$ cat src/rtl/ring_osc_edge_counter.sv
// rtl/ring_osc_edge_counter.sv - ring oscillator edge counter over a programmable clk window
// Optional continuous measurement mode: define MEASDLY_CONT_EN.
module ring_osc_edge_counter #(
    parameter int CNT_W     = 16,
    parameter int GATE_BASE = 256
) (
    input  logic       clk,
    input  logic       rst_n,
    input  logic       osc_in,
    input  logic       start,
    input  logic [1:0] gate_sel,
    input  logic       byte_sel,
    output logic [7:0] count_out,
    output logic       busy,
    output logic       done,
    output logic       ovf
);

    localparam int TW = $clog2(GATE_BASE) + 4;
    localparam logic [CNT_W-1:0] CNT_MAX = '1;

    typedef enum logic [1:0] {IDLE, GATE, HOLD} state_t;

    state_t           state;
    logic [CNT_W-1:0] counter;
    logic [CNT_W-1:0] result;
    logic [TW-1:0]    timer;
    logic             osc_s1, osc_s2, osc_s3;
    logic             st_s1, st_s2, st_s3;
`ifdef MEASDLY_CONT_EN
    logic             win_ovf;
`endif

    always_ff @(posedge clk or negedge rst_n) begin
        if (!rst_n) begin
            osc_s1 <= 1'b0;
            osc_s2 <= 1'b0;
            osc_s3 <= 1'b0;
            // Start chain resets high so a switch already on at release is not a new edge.
            st_s1  <= 1'b1;
            st_s2  <= 1'b1;
            st_s3  <= 1'b1;
        end else begin
            osc_s1 <= osc_in;
            osc_s2 <= osc_s1;
            osc_s3 <= osc_s2;
            st_s1  <= start;
            st_s2  <= st_s1;
            st_s3  <= st_s2;
        end
    end

    logic             osc_edge;
    logic             start_pe;
    logic             at_max;
    logic             hit;
    logic             last;
    logic [CNT_W-1:0] count_next;
    logic [TW-1:0]    window_len;

    assign osc_edge   = osc_s2 & ~osc_s3;
    assign start_pe   = st_s2 & ~st_s3;
    assign at_max     = (counter == CNT_MAX);
    assign hit        = osc_edge & at_max;
    assign count_next = (osc_edge && !at_max) ? counter + 1'b1 : counter;
    assign last       = (timer == TW'(1));
    assign window_len = TW'(GATE_BASE) << gate_sel;

    always_ff @(posedge clk or negedge rst_n) begin
        if (!rst_n) begin
            state   <= IDLE;
            counter <= '0;
            result  <= '0;
            timer   <= '0;
            busy    <= 1'b0;
            done    <= 1'b0;
            ovf     <= 1'b0;
`ifdef MEASDLY_CONT_EN
            win_ovf <= 1'b0;
`endif
        end else begin
`ifdef MEASDLY_CONT_EN
            case (state)
                IDLE: begin
                    if (start_pe) begin
                        state   <= GATE;
                        counter <= '0;
                        timer   <= window_len;
                        busy    <= 1'b1;
                        win_ovf <= 1'b0;
                    end
                end
                GATE: begin
                    done <= 1'b0;
                    if (last) begin
                        // Window end and reload share one cycle so no edge is lost.
                        result  <= count_next;
                        ovf     <= win_ovf | hit;
                        win_ovf <= 1'b0;
                        counter <= '0;
                        timer   <= window_len;
                        done    <= 1'b1;
                    end else begin
                        counter <= count_next;
                        win_ovf <= win_ovf | hit;
                        timer   <= timer - 1'b1;
                    end
                end
                default: state <= IDLE;
            endcase
`else
            case (state)
                IDLE, HOLD: begin
                    if (start_pe) begin
                        state   <= GATE;
                        counter <= '0;
                        timer   <= window_len;
                        busy    <= 1'b1;
                        done    <= 1'b0;
                        ovf     <= 1'b0;
                    end
                end
                GATE: begin
                    counter <= count_next;
                    if (hit)
                        ovf <= 1'b1;
                    if (last) begin
                        state  <= HOLD;
                        result <= count_next;
                        busy   <= 1'b0;
                        done   <= 1'b1;
                    end else begin
                        timer <= timer - 1'b1;
                    end
                end
                default: state <= IDLE;
            endcase
`endif
        end
    end

    logic [15:0] result_wide;
    assign result_wide = 16'(result);
    assign count_out   = byte_sel ? result_wide[15:8] : result_wide[7:0];

endmodule
$ cat config.mk
export PLATFORM = sky130hd
export DESIGN_NAME = ring_osc_edge_counter
export DESIGN_NICKNAME = d
export VERILOG_FILES = /design/src/rtl/ring_osc_edge_counter.sv
export SDC_FILE = /design/constraint.sdc
export NUM_CORES = 1
export LEC_CHECK = 0
export ABC_CLOCK_PERIOD_IN_PS = 2800
export CAP_MARGIN = 20
export CORE_ASPECT_RATIO = 0.8
export CORE_MARGIN = 2
export CORE_UTILIZATION = 30
export CTS_BUF_LIST = sky130_fd_sc_hd__clkbuf_4 sky130_fd_sc_hd__clkbuf_8
export CTS_CLUSTER_DIAMETER = 60
export DETAILED_ROUTE_END_ITERATION = 8
export GPL_TIMING_DRIVEN = 0
export PLACE_DENSITY = 0.45
export SETUP_SLACK_MARGIN = 0.2
export SKIP_CTS_REPAIR_TIMING = 1
export SYNTH_ARGS = -nofsm -noshare
export SYNTH_HDL_FRONTEND = slang
export SYNTH_SLANG_ARGS = --single-unit
$ cat constraint.sdc
create_clock -name clk -period 2.8 [get_ports clk]
set_input_delay 0.28 -clock clk [delete_from_list [all_inputs] [get_ports clk]]
set_output_delay 0.28 -clock clk [all_outputs]
set_load 0.05 [all_outputs]
==> key figures <==
CTS
  • Clock Latency Late Sink: 0.32 ns
  • H-Tree Depth: 2
  • Clock transition at path regs: 0.10 ns
  • CTS tree: done
  • Clk sinks: 55
  • CTS root buf: clkbuf_8
  • TritonCTS Buffers: 5
  • Max clock buf depth: 2

Critical path
  • Critical path arrival: 2.37 ns
  • Crit. Startpoint: st_s2
  • R2R cell count: 5
  • Critical-path cell list: or3b_2 -> clkbuf_1 -> nand2_1 -> o21ai_0 -> a21o_2
  • CP Depth: 5
  • CP Max Fanout: 10
  • FF-to-FF Start: st_s2
  • Critical-path top delay cell: dfstp_2
  • End of the critical path: counter[14]
  • Top delay family on crit path: simple AND/OR/NAND/NOR gates
  • Setup CP Type: reg2reg
  • Reg2reg end: counter[14]
  • Worst Setup End Kind: flip-flop
  • CP required: 3.01 ns
  • Largest stage delay on the critical path: 0.55 ns
  • CP startpoint kind: flip-flop
  • WP buf/inv: 1
  • Flop-to-flop setup slack: 0.64 ns

Job
  • Max_cap viols: 0

Power
  • Clk pwr share: 20.3%
  • Leak Pwr: 1.37 nW
  • Logic pwr share: 32.9%
  • Seq pwr share: 46.8%
  • Pwr Density: 704 mW/mm^2
  • Internal: 0.00142 W
  • Peak supply drop: 229 uV
  • Power Total: 0.00237 W
  • Sw frac: 40.3%
  • Psw: 0.000958 W

Timing
  • Max Clk Rate: 463 MHz
  • Final number of max-transition violations: 0
  • Slew @ Worst Pin: 0.636 ns
  • Hold Vio Cnt, Final: 0
  • Final count of negative-setup-slack endpoints: 0
  • Final hold slack: 0.358 ns
  • Final worst path period need: 2.16 ns
  • Slew headroom: 57.4%
  • Clk_skew: 0.0146 ns
  • RSZ-0062 raised after global routing: no
  • PnR worst setup slack: 0.639 ns
  • Fin crit share: 77.2%

Die
  • Die height: 92.6 um
  • # rows: 32
  • Initial core utilization: 30.6%
  • Die Area: 0.0106 mm^2
  • Chip width: 115 um
  • Io pins: 18
  • Core area: 0.00961 mm^2

Logic synthesis
  • Share of synthesized registers carrying an async set or reset: 100%
  • Mapped Cells: 306
  • Synth area leader: dfrtp_1
  • #FFs+latches synth: 55
  • Register area share after synthesis: 46.9%
  • Mean Syn Cell Area: 9.61 um^2
  • Synth area leaders: dfrtp_1 (44%), nand2_1 (5.2%), o21ai_0 (3.7%)
  • Number of synthesis warnings: 0
  • Top-count cell post-synth: dfrtp_1
  • Yosys top cell area share: 44.2%
  • Cell variety after synth: 61
  • Top cells by count, synth: dfrtp_1 (52), nand2_1 (41), o21ai_0 (22)
  • Post-Syn Nets: 316
  • Post-Synthesis Cell Area: 0.00294 mm^2
  • Post-synth EDFFs: 0
  • Main synth FF type: dfrtp_1

Drt
  • Via count: 2333
  • DR iter-0 viols: 127
  • First-pass DRT Iterations: 4
  • WL per Instance: 16.0 um
  • Detail Route Antenna Nets: 0
  • Final WL: 7.23 mm
  • DRC: 0
  • Vias per inst: 5.17

Placed design
  • Inst Count DP: 442
  • Dpl cell area: 0.00327 mm^2
  • Worst slack, placed: 0.636 ns
  • Routability Congestion: 0.748
  • Buffers on Ports: 16
  • Final HPWL DP: 5.28 mm

Final layout
  • # fillers: 970
  • Layout area overhead: 14.6%
  • Inserted Diodes: 0
  • Final #Nets: 341
  • Share of cells above drive strength 1: 13.3%
  • Finished Cell Area: 0.00337 mm^2
  • Final cell count without fillers: 451

Global route
  • Vias in the first global route: 2206
  • Total track usage: 14.5%
  • Total gr overflow: 0
  • Pin count of the biggest net entering global routing: 35
  • Antenna violations before repair: 0
  • First-pass GRT wire length: 12.0 mm

Min path
  • Hold crit path type: reg2reg

Outcome
  • Outcome: completed
[worst min-delay path by stage]
stage                      start        end  depth (start not counted)
after floorplan            rst_n       busy                          0
after global placement    osc_s1     osc_s2                          0
after detailed placement   rst_n   timer[9]                          1
after CTS                  rst_n  result[3]                          1
after global routing       start      st_s1                          1
final                     osc_s1     osc_s2                          0
[cells by family after synthesis]
kind of cell / count (synthesis) / synth area share (%)
AO/OA/AOI/OAI: 86 / 18.9
XOR/XNOR: 11 / 3.28
adder cells (fa/ha/maj): 3 / 1.28
buffers and inverters: 27 / 4.25
flip-flops: 55 / 46.9
multiplexers: 11 / 4.08
AND/OR/NAND/NOR: 113 / 21.3
[routing by layer]
| metal | track usage [%] | part of all wire (%) |
|---|---|---|
| met5 | 0 | 0 |
| met4 | 4.32 | 0.91 |
| met3 | 2.55 | 5.3 |
| met2 | 19.3 | 38 |
| met1 | 23.5 | 56 |
[cell type report]
cell class,instances,area [um^2],area share [%]
sequential,55,1380,40.9
inverter,13,48.8,1.45
clock buffer,5,68.8,2.04
tap,119,149,4.42
clock inverter,3,27.5,0.816
buffer,14,76.3,2.26
timing repair buffer,18,185,5.49
multi-input combinational,224,1440,42.6
[stage by stage]
stage	utilization, %	setup TNS (ns)
final	35.1	0
after detailed placement	34.0	0
after CTS	35.0	0
after global placement	33.8	-25.22
after floorplan	-	0
after global routing	35.1	0
[power groups by stage]
stage                     clock, W  sequential [W]  combinational [W]
after global placement           0         0.00112           0.000778
after CTS                 0.000506         0.00111           0.000788
after floorplan                  0         0.00113           0.000526
after detailed placement         0         0.00113           0.000784
after global routing      0.000525         0.00114           0.000883
final                     0.000483         0.00111           0.000781
[sequential cells by signal, summed over array words and instances, names as in the netlist]
| signal | flops |
|---|---|
| timer | 12 |
| osc_s3 | 1 |
| st_s3 | 1 |
| osc_s1 | 1 |
| counter | 16 |
| busy | 1 |
| done | 1 |
| osc_s2 | 1 |
| state | 2 |
| result | 16 |
| ovf | 1 |
| st_s1 | 1 |
| st_s2 | 1 |
[placed cells by master (no fill, tap or decap), types with 2 or more instances in the layout]
cell type,synthesis,final
nand3_1,12,12
o21a_1,2,2
xor2_1,4,4
nor2b_1,3,3
buf_6,2,2
inv_1,13,13
nand4_1,7,7
ha_1,3,3
clkbuf_8,0,5
dfstp_2,3,3
nand2b_1,4,4
nor2_1,15,15
a21oi_1,14,14
a31oi_1,10,10
or4_1,2,2
clkdlybuf4s50_1,0,15
o211ai_1,4,4
nor3_1,4,4
o31ai_1,2,2
o22ai_1,2,2
and3_1,2,2
dfrtp_1,52,52
or3_1,3,3
and4_1,3,3
and2_1,2,2
mux2i_1,3,3
and3_2,2,2
o21ai_0,22,22
mux2_2,8,8
buf_2,4,5
nand2_1,41,41
clkbuf_1,6,6
o21ai_1,13,13
xnor2_1,7,7
nor4_2,3,3
a21o_1,2,2
(Power assumes the default switching activity.)
